<file path="config.mk">
export PLATFORM = sky130hd
export DESIGN_NAME = mem_arbiter
export DESIGN_NICKNAME = d
export VERILOG_FILES = /design/src/rtl/mem_arbiter.sv
export SDC_FILE = /design/constraint.sdc
export NUM_CORES = 1
export LEC_CHECK = 0
export CAP_MARGIN = 20
export CORE_AREA = 2 2 633 635
export DETAILED_ROUTE_END_ITERATION = 16
export DIE_AREA = 0 0 635 637
export SLEW_MARGIN = 40
export SYNTH_ARGS = -nofsm -noshare
export SYNTH_HDL_FRONTEND = slang
export SYNTH_SLANG_ARGS = --single-unit
</file>
<file path="constraint.sdc">
create_clock -name clk_i -period 2.11 [get_ports clk_i]
set_input_delay 0.422 -clock clk_i [delete_from_list [all_inputs] [get_ports clk_i]]
set_output_delay 0.422 -clock clk_i [all_outputs]
set_load 0.03 [all_outputs]
</file>
<file path="src/rtl/mem_arbiter.sv">
// Two-requester arbiter for the shared cache-line memory port: round-robin or
// fixed-priority grant, held until the memory acks or the requester aborts.
module mem_arbiter #(
  parameter int ADDR_W     = 32,
  parameter int DATA_W     = 256,
  parameter int FIXED_PRIO = 0
) (
  input  logic              clk_i,
  input  logic              rst_i,
  input  logic              r0_enable_i,
  input  logic              r0_write_i,
  input  logic [ADDR_W-1:0] r0_addr_i,
  input  logic [DATA_W-1:0] r0_data_i,
  output logic [DATA_W-1:0] r0_data_o,
  output logic              r0_ack_o,
  input  logic              r1_enable_i,
  input  logic              r1_write_i,
  input  logic [ADDR_W-1:0] r1_addr_i,
  input  logic [DATA_W-1:0] r1_data_i,
  output logic [DATA_W-1:0] r1_data_o,
  output logic              r1_ack_o,
  output logic              mem_enable_o,
  output logic              mem_write_o,
  output logic [ADDR_W-1:0] mem_addr_o,
  output logic [DATA_W-1:0] mem_data_o,
  input  logic [DATA_W-1:0] mem_data_i,
  input  logic              mem_ack_i
);

  typedef enum logic [1:0] {IDLE, GNT0, GNT1} state_t;

  state_t state, state_nxt;
  logic   last, last_nxt;

  logic [1:0]             req_en, req_wr;
  logic [1:0][ADDR_W-1:0] req_addr;
  logic [1:0][DATA_W-1:0] req_data;
  logic                   gnt_vld, gnt_id;

  assign req_en   = {r1_enable_i, r0_enable_i};
  assign req_wr   = {r1_write_i,  r0_write_i};
  assign req_addr = {r1_addr_i,   r0_addr_i};
  assign req_data = {r1_data_i,   r0_data_i};

  assign gnt_vld = (state != IDLE);
  assign gnt_id  = (state == GNT1);

  // last resets to 1 so requester 0 wins the first tie
  always_ff @(posedge clk_i or negedge rst_i) begin
    if (!rst_i) begin
      state <= IDLE;
      last  <= 1'b1;
    end else begin
      state <= state_nxt;
      last  <= last_nxt;
    end
  end

  always_comb begin
    state_nxt = state;
    last_nxt  = last;
    case (state)
      IDLE: begin
        if (req_en == 2'b11)
          state_nxt = ((FIXED_PRIO != 0) || last) ? GNT0 : GNT1;
        else if (req_en[0])
          state_nxt = GNT0;
        else if (req_en[1])
          state_nxt = GNT1;
      end
      GNT0, GNT1: begin
        // ack wins over a same-cycle enable drop; an abort leaves last alone
        if (mem_ack_i) begin
          state_nxt = IDLE;
          last_nxt  = gnt_id;
        end else if (!req_en[gnt_id]) begin
          state_nxt = IDLE;
        end
      end
      default: state_nxt = IDLE;
    endcase
  end

  assign mem_enable_o = gnt_vld & req_en[gnt_id];
  assign mem_write_o  = gnt_vld & req_wr[gnt_id];
  assign mem_addr_o   = gnt_vld ? req_addr[gnt_id] : '0;
  assign mem_data_o   = gnt_vld ? req_data[gnt_id] : '0;

  assign r0_ack_o  = mem_ack_i & (state == GNT0);
  assign r1_ack_o  = mem_ack_i & (state == GNT1);
  assign r0_data_o = mem_data_i;
  assign r1_data_o = mem_data_i;

endmodule

</file>
## After elaboration in Yosys (flattened, before gate mapping)

Cells that the tools add are included.
Widths: inputs -> output; s select.

| storage, ports and cells | value |
|---|---|
| register bits after elaboration | 3 |

| cells by class | value |
|---|---|
| $lt $le $gt $ge | 1 |
| eq/ne operators | 5 |
| multiplexer cells | 17 |
| bitwise logic cells | 4 |
| reductions and logical operators | 5 |

Operators by type and width:

| cell | number |
|---|---|
| $mux 256 | 3 |
| $mux 32 | 3 |
| $mux 2 | 6 |
| $and 1x1->1 | 4 |
| $eq 2x2->1 const B | 2 |
| $mux 1 | 4 |
| $ne 4x4->1 const B | 1 |
| $pmux 2 s2 | 1 |
| $reduce_and 2->1 | 2 |
| $ne 3x3->1 const B | 1 |
| $eq 2x1->1 const B | 1 |
| $logic_not 2->1 | 1 |
| $lt 1x2->1 const B | 1 |
| $reduce_bool 2->1 | 1 |
| $reduce_or 2->1 | 1 |

## Longest topological paths before layout

Gate-level depths: netlist of the first run.

| depth | value |
|---|---|
| depth after elaboration | 6 |
| mapped depth | 7 |
| depth with buffers taken out | 5 |

## Worst setup path after synthesis of the first run

No wires, ideal clock.

| timing | value |
|---|---|
| kind | flip-flop to output port |
| start | reg state[0] |
| end | out mem_data_o[154] |
| data arrival time | 1.648 ns |
| data required time | 1.688 ns |
| setup slack | 0.040 ns |
| cell stages (with the launch flop) | 8 |
| buffers on the path | 3 |
| path through | dfrtp_1 > inv_1 > ha_1 > buf_2 > buf_4 > buf_4 > mux2i_1 > nor2_1 |

| on the way | value |
|---|---|
| word-level cells in the longest chain between the ends | 4 |
| elaborated cells on any way between the ends | 5 |
| those cells by class | eq/ne (1); mux (3); reduce/logical (1) |

Ends and longest elaborated chain:

| what | line | RTL |
|---|---|---|
| from (decl) | 32 | `state_t state, state_nxt;` |
| from (signal assigned) | 54 | `state <= state_nxt;` |
| $eq 2x2->1 | 46 | `assign gnt_id = (state == GNT1);` |
| named net gnt_id | 38 | `logic gnt_vld, gnt_id;` |
| $mux 256 (not written as such) (2 in series) | 87 | `assign mem_data_o = gnt_vld ? req_data[gnt_id] : '0;` |
| $mux 256 | 87 |  |
| to (decl) | 25 | `output logic [DATA_W-1:0] mem_data_o,` |

The timed path passes the listed nets, and every way through them passes these cells. The select of a mux whose other input is x is not followed.

## Final worst setup path of the first run

| timing | value |
|---|---|
| start | reg state[0] |
| end | out mem_data_o[196] |

The elaborated chain is that of the path after synthesis.

==> summary.md, run 1 <==
| Metric | Value |
|---|---|
| Crit end category | `output port` |
| Clock transition at path regs | `~30 ps` |
| CTS Root Cell | `clkbuf_16` |
| Share of the clock period used by the worst path after layout | `122%` |
| Pin count of the biggest net entering global routing | `26` |
| Maximum clock frequency | `0.387 GHz` |
| Routability cong. | `1.22` |
| Crit path largest cell delay | `600 ps` |
| Type of origin of the critical path | `flip-flop` |
| Synth cell types | `19` |
| Type of the worst min-delay path | `input port to async pin` |
| Inserted Clock Buffers | `3` |
| Die H | `637 µm` |
| Mux share of post-synthesis cell area | `34.8%` |
| Most frequent cells in the layout | `clkdlybuf4s50_1 (578), buf_12 (247), buf_4 (150), nor2_1 (142), mux2i_1 (132)` |
| Via density | `1.98` |
| CP max-delay cell | `mux2i_4` |
| Clk sinks | `3` |
| Seq cells post-synth | `3` |
| NumNets Final | `between 2000 and 3000` |
| Leading cell type in the layout, fill and taps excluded | `clkdlybuf4s50_1` |
| Slew @ Worst Pin | `844 ps` |
| Layout cell share with drive strength beyond 1 | `between 40 and 50%` |
| Vias after detailed routing | `13900` |
| Row count | `232` |
| DP Worst Slack | `-1210 ps` |
| Setup Viol. Count Final | `287` |
| DIE WIDTH | `between 600 and 700 µm` |
| Largest family of logic cells by synthesized area | `buffers and inverters` |
| Fin Clk Skew | `0.0238 ps` |
| Mapped Cells | `roughly 1200` |
| RSZ-0062 raised after global routing | `true` |
| Fin worst setup slack | `-471 ps` |
| Antenna violations before repair | `324` |
| Routed length per instance | `50.1 µm` |
| H-tree levels | `1` |
| Post-synth design cell area | `between 8000 and 9000 µm²` |
| Shortest period the worst path allows | `2580 ps` |
| DRC viols | `0` |
| Sequential fraction of the synthesis area | `0.910%` |
| Rel. slew slack | `43.5%` |
| Hold_ws | `426 ps` |
| Most frequent CP cell | `buf_12` |
| Post-synthesis simple-gate area fraction | `a little over an eighth` |
| Total grt overflow | `0` |
| Pre-antenna DRT Iters | `5` |
| Post-Synth XOR/XNOR Area | `0%` |
| CTS tree | `done` |
| Final Hold Viols | `0` |
| 1st-iter DRT viols | `1199` |
| Layout area overhead | `225%` |
| Clock Latency Late Sink | `approximately 230 ps` |
| Vias in the first global route | `12200` |
| Synthesized Nets | `roughly 2000` |
| First-pass GRT wire length | `slightly below 400000 µm` |
| CP Data Arrival Time | `around 2200 ps` |
| Die footprint | `roughly 400000 µm²` |
| PwrDens | `between 1000 and 1500 nW/µm²` |
| Synth Area in Adders | `0.597%` |
| Setup CP Type | `flip-flop to output port` |
| Lkg Pwr | `8.09 nW` |
| Routed Antenna Nets | `0` |
| Synth Warn # | `0` |
| Status | `complete, but fails checks` |
| Core Area | `398000 µm²` |
| Max-cap violations | `0` |
| Routed WL | `354000 µm` |
| Failing checks | `setup timing` |
| Post-route cell area | `27300 µm²` |
| CP Cell Sequence | `inv_2 -> ha_4 -> buf_12 -> buf_16 -> mux2i_4 -> nor2_2 -> buf_12` |
| GRT Resource Usage Total | `16.8%` |
| I/O pins | `1643` |
| Placed cell area | `22900 µm²` |
| Detailed Place HPWL | `between 300000 and 400000 µm` |
| Post-Syn Area per Cell | `7.10 µm²` |
| Clock buffer depth | `2` |
| Slew Viols, Final | `0` |
| Critical-path maximum fanout | `8` |
| Hold_buf cts | `0` |
| CP required | `around 1700 ps` |
| VDD IR-drop max | `511 µV` |
| I/O Buffers | `around 870` |
| Initial Util | `around 2.1%` |
| Compound-gate portion of the synthesized area | `0.418%` |
-- power by group --
group	switching, mW	internal [mW]
clock network	0.0558	0.250
logic	18.0	15.7
registers	0.0239	0.0878
total	18.1	16.1
-- cell type report --
cell class	instances	area, µm²
clock buffer	4	78.8
tap	5265	6590
inverter	2	7.51
sequential	3	77.6
multi-input combinational	599	6540
timing repair buffer	1074	13700
fill	46400	371000
antenna	109	273
-- worst max-delay path, delay by kind of cell (launching register included) --
kind          cells  cell delay (ps)
flops             1              390
mux               1              600
buf+inv           4              590
fa+ha+maj         1              180
simple gates      1              100
-- cell usage after synthesis --
cell / number / area share (%)
or3b_1: 1 / 0.10
buf_2: 24 / 1.4
clkbuf_1: 21 / 0.94
o32ai_1: 1 / 0.10
buf_1: 9 / 0.40
mux2_2: 1 / 0.13
dfrtp_1: 2 / 0.60
ha_1: 4 / 0.60
dfstp_2: 1 / 0.31
a41o_1: 2 / 0.24
mux2i_1: 290 / 35
nor2_1: 290 / 13
o22ai_1: 1 / 0.075
nand2_1: 5 / 0.22
inv_1: 2 / 0.090
and2_1: 2 / 0.15
nand2b_1: 1 / 0.075
nand3b_1: 1 / 0.090
buf_4: 523 / 47
-- timing repair --
item / CTS / global route
buffers inserted: 50 / 18
resized for setup: 451 / 221
cloned: 28 / 3
pin swaps: 16 / 32
setup endpoints to repair: 290 / 290
hold endpoints to repair: 0 / 0
-- routing by layer --
| metal | vias up | part of all wire [%] | GRT usage (%) |
|---|---|---|---|
| met5 | - | 0.85 | 3.04 |
| met4 | 220 | 5.2 | 6.78 |
| met3 | 805 | 25 | 19.4 |
| met2 | 2463 | 47 | 28.1 |
| met1 | 5988 | 23 | 10.9 |
| li1 | 4472 | - | - |
-- kinds of logic (layout without fill, tap and decap cells) --
group / after synthesis / in the layout
other cells: 0 / 109
mux: 291 / 291
fa+ha+maj: 4 / 4
simple gates: 300 / 300
compound gates: 4 / 4
flops: 3 / 3
buf+inv: 579 / 1080
-- final timing paths --
| path | startpoint | end | slack [ps] | cells past startpoint |
|---|---|---|---|---|
| max | state[0] | mem_data_o[196] | -470 | 7 |
| max reg2reg | state[0] | state[0] | 280 | 6 |
| min | rst_i | state[0] | 430 | 1 |
| max in group asynchronous | rst_i | last | 1450 | 1 |
| min reg2reg | last | last | 620 | 1 |
| min in group clk_i | last | last | 620 | 1 |
-- flip-flops by register name, summed over array words and instances (netlist names) --
register / count
last: 1
state: 2
-- metrics by stage --
stage          cells  total power [mW]  utilization [%]  setup TNS [ps]
6_report        7056              34.2             6.85          -80610
5_1_grt         7011              35.2             6.82         -105110
4_1_cts         6942              33.7             6.57         -104520
3_5_place_dp    6870              26.8             5.75          -78340
3_3_place_gp    6867              26.7             5.69         -109530
2_1_floorplan   1181              11.8                -               0
Power figures use the tool's default switching activity.
==> run 2: changes to the inputs <==
--- a/config.mk
+++ b/config.mk
@@ -9,7 +9,7 @@
 export CORE_AREA = 2 2 633 635
 export DETAILED_ROUTE_END_ITERATION = 16
 export DIE_AREA = 0 0 635 637
-export SLEW_MARGIN = 40
+export SLEW_MARGIN = 5
 export SYNTH_ARGS = -nofsm -noshare
 export SYNTH_HDL_FRONTEND = slang
 export SYNTH_SLANG_ARGS = --single-unit
==> run 2 against run 1 <==
Effect of this change:
- wire length is 0.15% lower
- die area did not move
- non-clock buffer count grew 8
- highest routed layer unchanged
- utilization down 0.066 points
- largest cell class unchanged
- critical path type unchanged
- the flow still finishes with violations (setup timing)
==> summary.md, run 2 (synthesized netlist as in run 1, its figures left out) <==
| Metric | Value |
|---|---|
| Clock Latency Late Sink | `230 ps` |
| Clk sinks | `3` |
| Crit end category | `output port` |
| CP Data Arrival Time | `between 2000 and 2500 ps` |
| Pre-antenna DRT Iters | `5` |
| Fin worst setup slack | `-524 ps` |
| I/O pins | `1643` |
| Post-route cell area | `27000 µm²` |
| Routed WL | `353000 µm` |
| Critical-path maximum fanout | `6` |
| Final Hold Viols | `0` |
| Routed Antenna Nets | `0` |
| RSZ-0062 raised after global routing | `true` |
| GRT Resource Usage Total | `16.6%` |
| Worst path top cell family by delay | `multiplexers` |
| DIE WIDTH | `635 µm` |
| Layout cell share with drive strength beyond 1 | `approximately 48%` |
| Largest reg by FF count | `state` |
| Via density | `roughly 2` |
| Setup CP Type | `flip-flop to output port` |
| Setup Viol. Count Final | `approximately 290` |
| Antenna violations before repair | `approximately 320` |
| Pin count of the biggest net entering global routing | `39` |
| 1st-iter DRT viols | `1018` |
| Layout area overhead | `222%` |
| CP max-delay cell | `mux2i_4` |
| Routed length per instance | `approximately 50 µm` |
| DRC viols | `0` |
| Initial Util | `2.11%` |
| Dpl cells | `about 7000` |
| Fin Clk Skew | `between 3 and 4 ps` |
| Shortest period the worst path allows | `around 2600 ps` |
| Most frequent cells in the layout | `clkdlybuf4s50_1 (578), buf_12 (244), buf_4 (170), nor2_1 (141), mux2i_1 (137)` |
| Row count | `232` |
| Max-cap violations | `0` |
| Slew @ Worst Pin | `864 ps` |
| Total grt overflow | `0` |
| Clock buffer depth | `2` |
| CTS Root Cell | `clkbuf_16` |
| Share of the clock period used by the worst path after layout | `125%` |
| H-tree levels | `1` |
| PwrDens | `roughly 1200 nW/µm²` |
| Failing checks | `setup timing` |
| Most frequent CP cell | `buf_12` |
| Leading cell type in the layout, fill and taps excluded | `clkdlybuf4s50_1` |
| Max reg flops | `2` |
| NumNets Final | `2534` |
| Largest registers | `state: 2 flops, last: 1 flops` |
| Die footprint | `404000 µm²` |
| Detailed Place HPWL | `331000 µm` |
| Type of the worst min-delay path | `input port to async pin` |
| Hold_buf cts | `0` |
| Crit path largest cell delay | `620 ps` |
| Status | `complete, but fails checks` |
| Type of origin of the critical path | `flip-flop` |
| Inserted Clock Buffers | `3` |
| Vias after detailed routing | `13800` |
| Clock transition at path regs | `30 ps` |
| Core Area | `roughly 400000 µm²` |
| Vias in the first global route | `12100` |
| Placed cell area | `22800 µm²` |
| VDD IR-drop max | `603 µV` |
| First-pass GRT wire length | `380000 µm` |
| Routability cong. | `1.22` |
| CTS tree | `done` |
| Slew Viols, Final | `0` |
| I/O Buffers | `approximately 870` |
| Lkg Pwr | `8.01 nW` |
| CP required | `around 1700 ps` |
| CP Cell Sequence | `inv_2 -> ha_4 -> buf_12 -> buf_16 -> mux2i_4 -> nor2_4 -> buf_12` |
| Maximum clock frequency | `0.380 GHz` |
| Rel. slew slack | `42.2%` |
| Die H | `637 µm` |
| Non-Filler Instances | `~7000` |
| CP bufs+invs | `4` |
-- run 2: cell count changes in the layout (fill, tap and decap cells not counted), sizes merged --
cell	previous run	this run
buf	486	490
bufbuf	3	1
clkbuf	7	13
clkdlybuf4s15	1	0
diode	109	97
dlygate4sd2	3	4
-- run 2: worst paths after layout --
check / to / depth (start not counted) / slack [ps] / from
min in group clk_i: last / 1 / 620 / last
min reg2reg: last / 1 / 620 / last
max in group asynchronous: last / 1 / 1470 / rst_i
max: mem_data_o[209] / 7 / -520 / state[0]
min: state[0] / 1 / 410 / rst_i
max reg2reg: state[0] / 7 / 140 / state[0]
-- run 2: layout make-up --
class	instances	area, µm²
Tap cell	5265	6590
Sequential cell	3	77.6
Clock buffer	4	78.8
Multi-Input combinational cell	599	6540
Timing Repair Buffer	1082	13500
Fill cell	46500	371000
Antenna cell	97	243
Inverter	2	7.51
-- run 2: timing repair --
item | in CTS | in global routing
pin swaps | 14 | 32
gates cloned | 17 | 8
endpoints found under the setup margin | 290 | 290
buffers inserted | 39 | 28
resized for setup | 397 | 290
-- run 2: metal layers --
layer | part of all wire [%] | vias to the layer above | track usage (%)
met5 | 0.89 | - | 2.61
met4 | 5.6 | 244 | 8.19
met3 | 24 | 789 | 19.5
met1 | 23 | 5922 | 10.8
met2 | 46 | 2417 | 27.1
li1 | - | 4461 | -
-- run 2: report_power, final --
group          internal, mW  switching [mW]
clock                 0.250          0.0550
combinational          15.1            17.8
sequential           0.0878          0.0249
total                  15.4            17.9
-- run 2: per-stage QoR --
stage	worst slack [ps]	setup TNS [ps]	power (mW)	util, %	hold slack, ps
global route	-516	-110850	34.3	6.76	407
CTS	-517	-107200	31.7	6.39	409
detailed placement	-1230	-78070	26.7	5.73	619
global placement	-1740	-109530	26.7	5.69	610
floorplan	39.9	0	11.8	-	126
finish	-524	-87130	33.3	6.79	409
==> run 3: changes to the inputs <==
--- a/config.mk
+++ b/config.mk
@@ -13,3 +13,4 @@
 export SYNTH_ARGS = -nofsm -noshare
 export SYNTH_HDL_FRONTEND = slang
 export SYNTH_SLANG_ARGS = --single-unit
+export TNS_END_PERCENT = 30
==> constraint.sdc (replaced) <==
create_clock -name clk_i -period 2.11 [get_ports clk_i]
set_input_delay 0.422 -clock clk_i [delete_from_list [all_inputs] [get_ports clk_i]]
set_output_delay 0.422 -clock clk_i [all_outputs]
set_load 0.1 [all_outputs]
==> run 3 against run 2 <==
Effect of this change:
- the flow still finishes with violations (setup timing)
- non-clock buffer count shrank 63
- worst setup slack better by 110 ps
- via count shrank 3.7%
- flip-flop and latch count unchanged
- clock-buffer cell count stayed put
- hold slack improved by 16 ps
- first-iteration DRC count is 6.7% lower
- utilization fell by 0.096 points
- die area stayed put
==> summary.md, run 3 (synthesized netlist as in run 1, its figures left out) <==
| Metric | Value |
|---|---|
| Status | `complete, but fails checks` |
| Failing checks | `setup timing` |
| Type of the worst min-delay path | `input port to async pin` |
| R2R Setup Slk | `310 ps` |
| Clock buffer depth | `2` |
| Crit Reg-Reg Endpoint | `state[0]` |
| Rel. slew slack | `47.4%` |
| Slew Viols, Final | `0` |
| Fin worst setup slack | `-419 ps` |
| R2r startpoint | `state[0]` |
| Routed length per instance | `49.0 µm` |
| Pre-antenna DRT Iters | `5` |
| I/O Buffers | `874` |
| Core Area | `just under 400000 µm²` |
| Largest reg by FF count | `state` |
| Most frequent cells in the layout | `clkdlybuf4s50_1 (575), buf_12 (319), mux2i_1 (192), nor2_2 (136), nor2_1 (106)` |
| Hold_ws | `approximately 430 ps` |
| Inserted Clock Buffers | `3` |
| First-pass GRT wire length | `370000 µm` |
| Max-cap violations | `0` |
| Reg2Reg Depth | `6` |
| Uppermost routed layer | `met5` |
| PwrDens | `1770 nW/µm²` |
| NumNets Final | `2471` |
| Shortest period the worst path allows | `approximately 2500 ps` |
| Clock Latency Late Sink | `roughly 220 ps` |
| CP required | `1690 ps` |
| Crit end category | `output port` |
| CP Data Arrival Time | `2110 ps` |
| I/O pins | `between 1500 and 2000` |
| Routability cong. | `1.23` |
| Maximum clock frequency | `0.395 GHz` |
| Routed WL | `344000 µm` |
| H-tree levels | `1` |
| GRT Resource Usage Total | `16.3%` |
| Layout area overhead | `218%` |
| Vias after detailed routing | `13300` |
| CTS tree | `done` |
| Routed Antenna Nets | `0` |
| Via density | `1.90` |
| Largest registers | `state: 2 flops, last: 1 flops` |
| Total grt overflow | `0` |
| Antenna violations before repair | `349` |
| Vias in the first global route | `between 10000 and 15000` |
| Metal2 WL | `162000 µm` |
| Critical-path maximum fanout | `5` |
| Setup Viol. Count Final | `284` |
| CTS Root Cell | `clkbuf_16` |
| Detailed Place HPWL | `around 330000 µm` |
| Leading cell type in the layout, fill and taps excluded | `clkdlybuf4s50_1` |
| Die H | `between 600 and 700 µm` |
| Lkg Pwr | `7.81 nW` |
| 1st-iter DRT viols | `950` |
| Max reg flops | `2` |
| Layout cell share with drive strength beyond 1 | `44.8%` |
| Share of the clock period used by the worst path after layout | `120%` |
| Hold_buf cts | `0` |
| Non-Filler Instances | `about 7000` |
| Clk sinks | `3` |
| Wl on met1 | `85300 µm` |
| Initial Util | `2.11%` |
| Pin count of the biggest net entering global routing | `46` |
| Die footprint | `404000 µm²` |
| Dpl cells | `6841` |
| DRC viols | `0` |
| Row count | `232` |
| Setup CP Type | `flip-flop to output port` |
| Final Hold Viols | `0` |
| Clock transition at path regs | `30 ps` |
| Type of origin of the critical path | `flip-flop` |
| DIE WIDTH | `635 µm` |
| Wire length on met3 | `79000 µm` |
| RSZ-0062 raised after global routing | `true` |
| VDD IR-drop max | `1160 µV` |
| Slew @ Worst Pin | `789 ps` |
| Fin Clk Skew | `slightly below 1 ps` |
run 3: critical path, cell delays in order, from the launching register on:
cell	delay, ps
dfrtp_1	370
inv_2	70
ha_4	180
buf_12	150
buf_16	160
buf_16	180
mux2i_4	200
nor2_4	290
buf_12	220
run 3: worst max path at each step:
stage	start	end	cells after the start
detailed placement	r0_data_i[39]	mem_data_o[39]	4
floorplan	state[0]	mem_data_o[166]	7
finish	state[0]	mem_data_o[213]	8
global placement	r1_data_i[39]	mem_data_o[39]	4
global route	state[0]	mem_addr_o[21]	10
CTS	state[0]	mem_data_o[213]	8
run 3: timing repair:
item | CTS | global route
cloned | 10 | 7
gates resized for setup | 286 | 148
buffers inserted | 25 | 13
endpoints found under the setup margin | 286 | 290
pin swaps | 16 | 26
run 3: report_power, final:
group          internal, mW  leakage [nW]  switching, mW
registers            0.0861        0.0361         0.0200
clock network         0.249        0.0390         0.0504
logic                  16.4          7.73           30.4
run 3: cell type report:
type,count,area (µm²)
well taps,5265,6590
flip-flops and latches,3,76.3
clock buffers,4,78.8
diodes,129,323
inverters,2,7.51
repair buffers,1019,13800
fillers,46500,371000
multi-input cells,599,5700
run 3: per-layer routing:
metal	global-route usage, %	vias to the layer above
li1	-	4369
met1	11.6	5676
met2	27.3	2404
met5	2.82	-
met4	5.74	178
met3	17.6	695
run 3: stage by stage:
stage	TNS, ps	worst slack, ps	total power, mW	util, %	area, µm²
CTS	-101740	-466	46.8	6.40	25500
floorplan	-196110	-758	27.6	-	8520
global placement	-36910	-730	43.1	5.95	23700
global route	-107720	-477	48.3	6.67	26500
finish	-86050	-419	47.2	6.69	26600
detailed placement	-33780	-699	43.1	5.95	23700
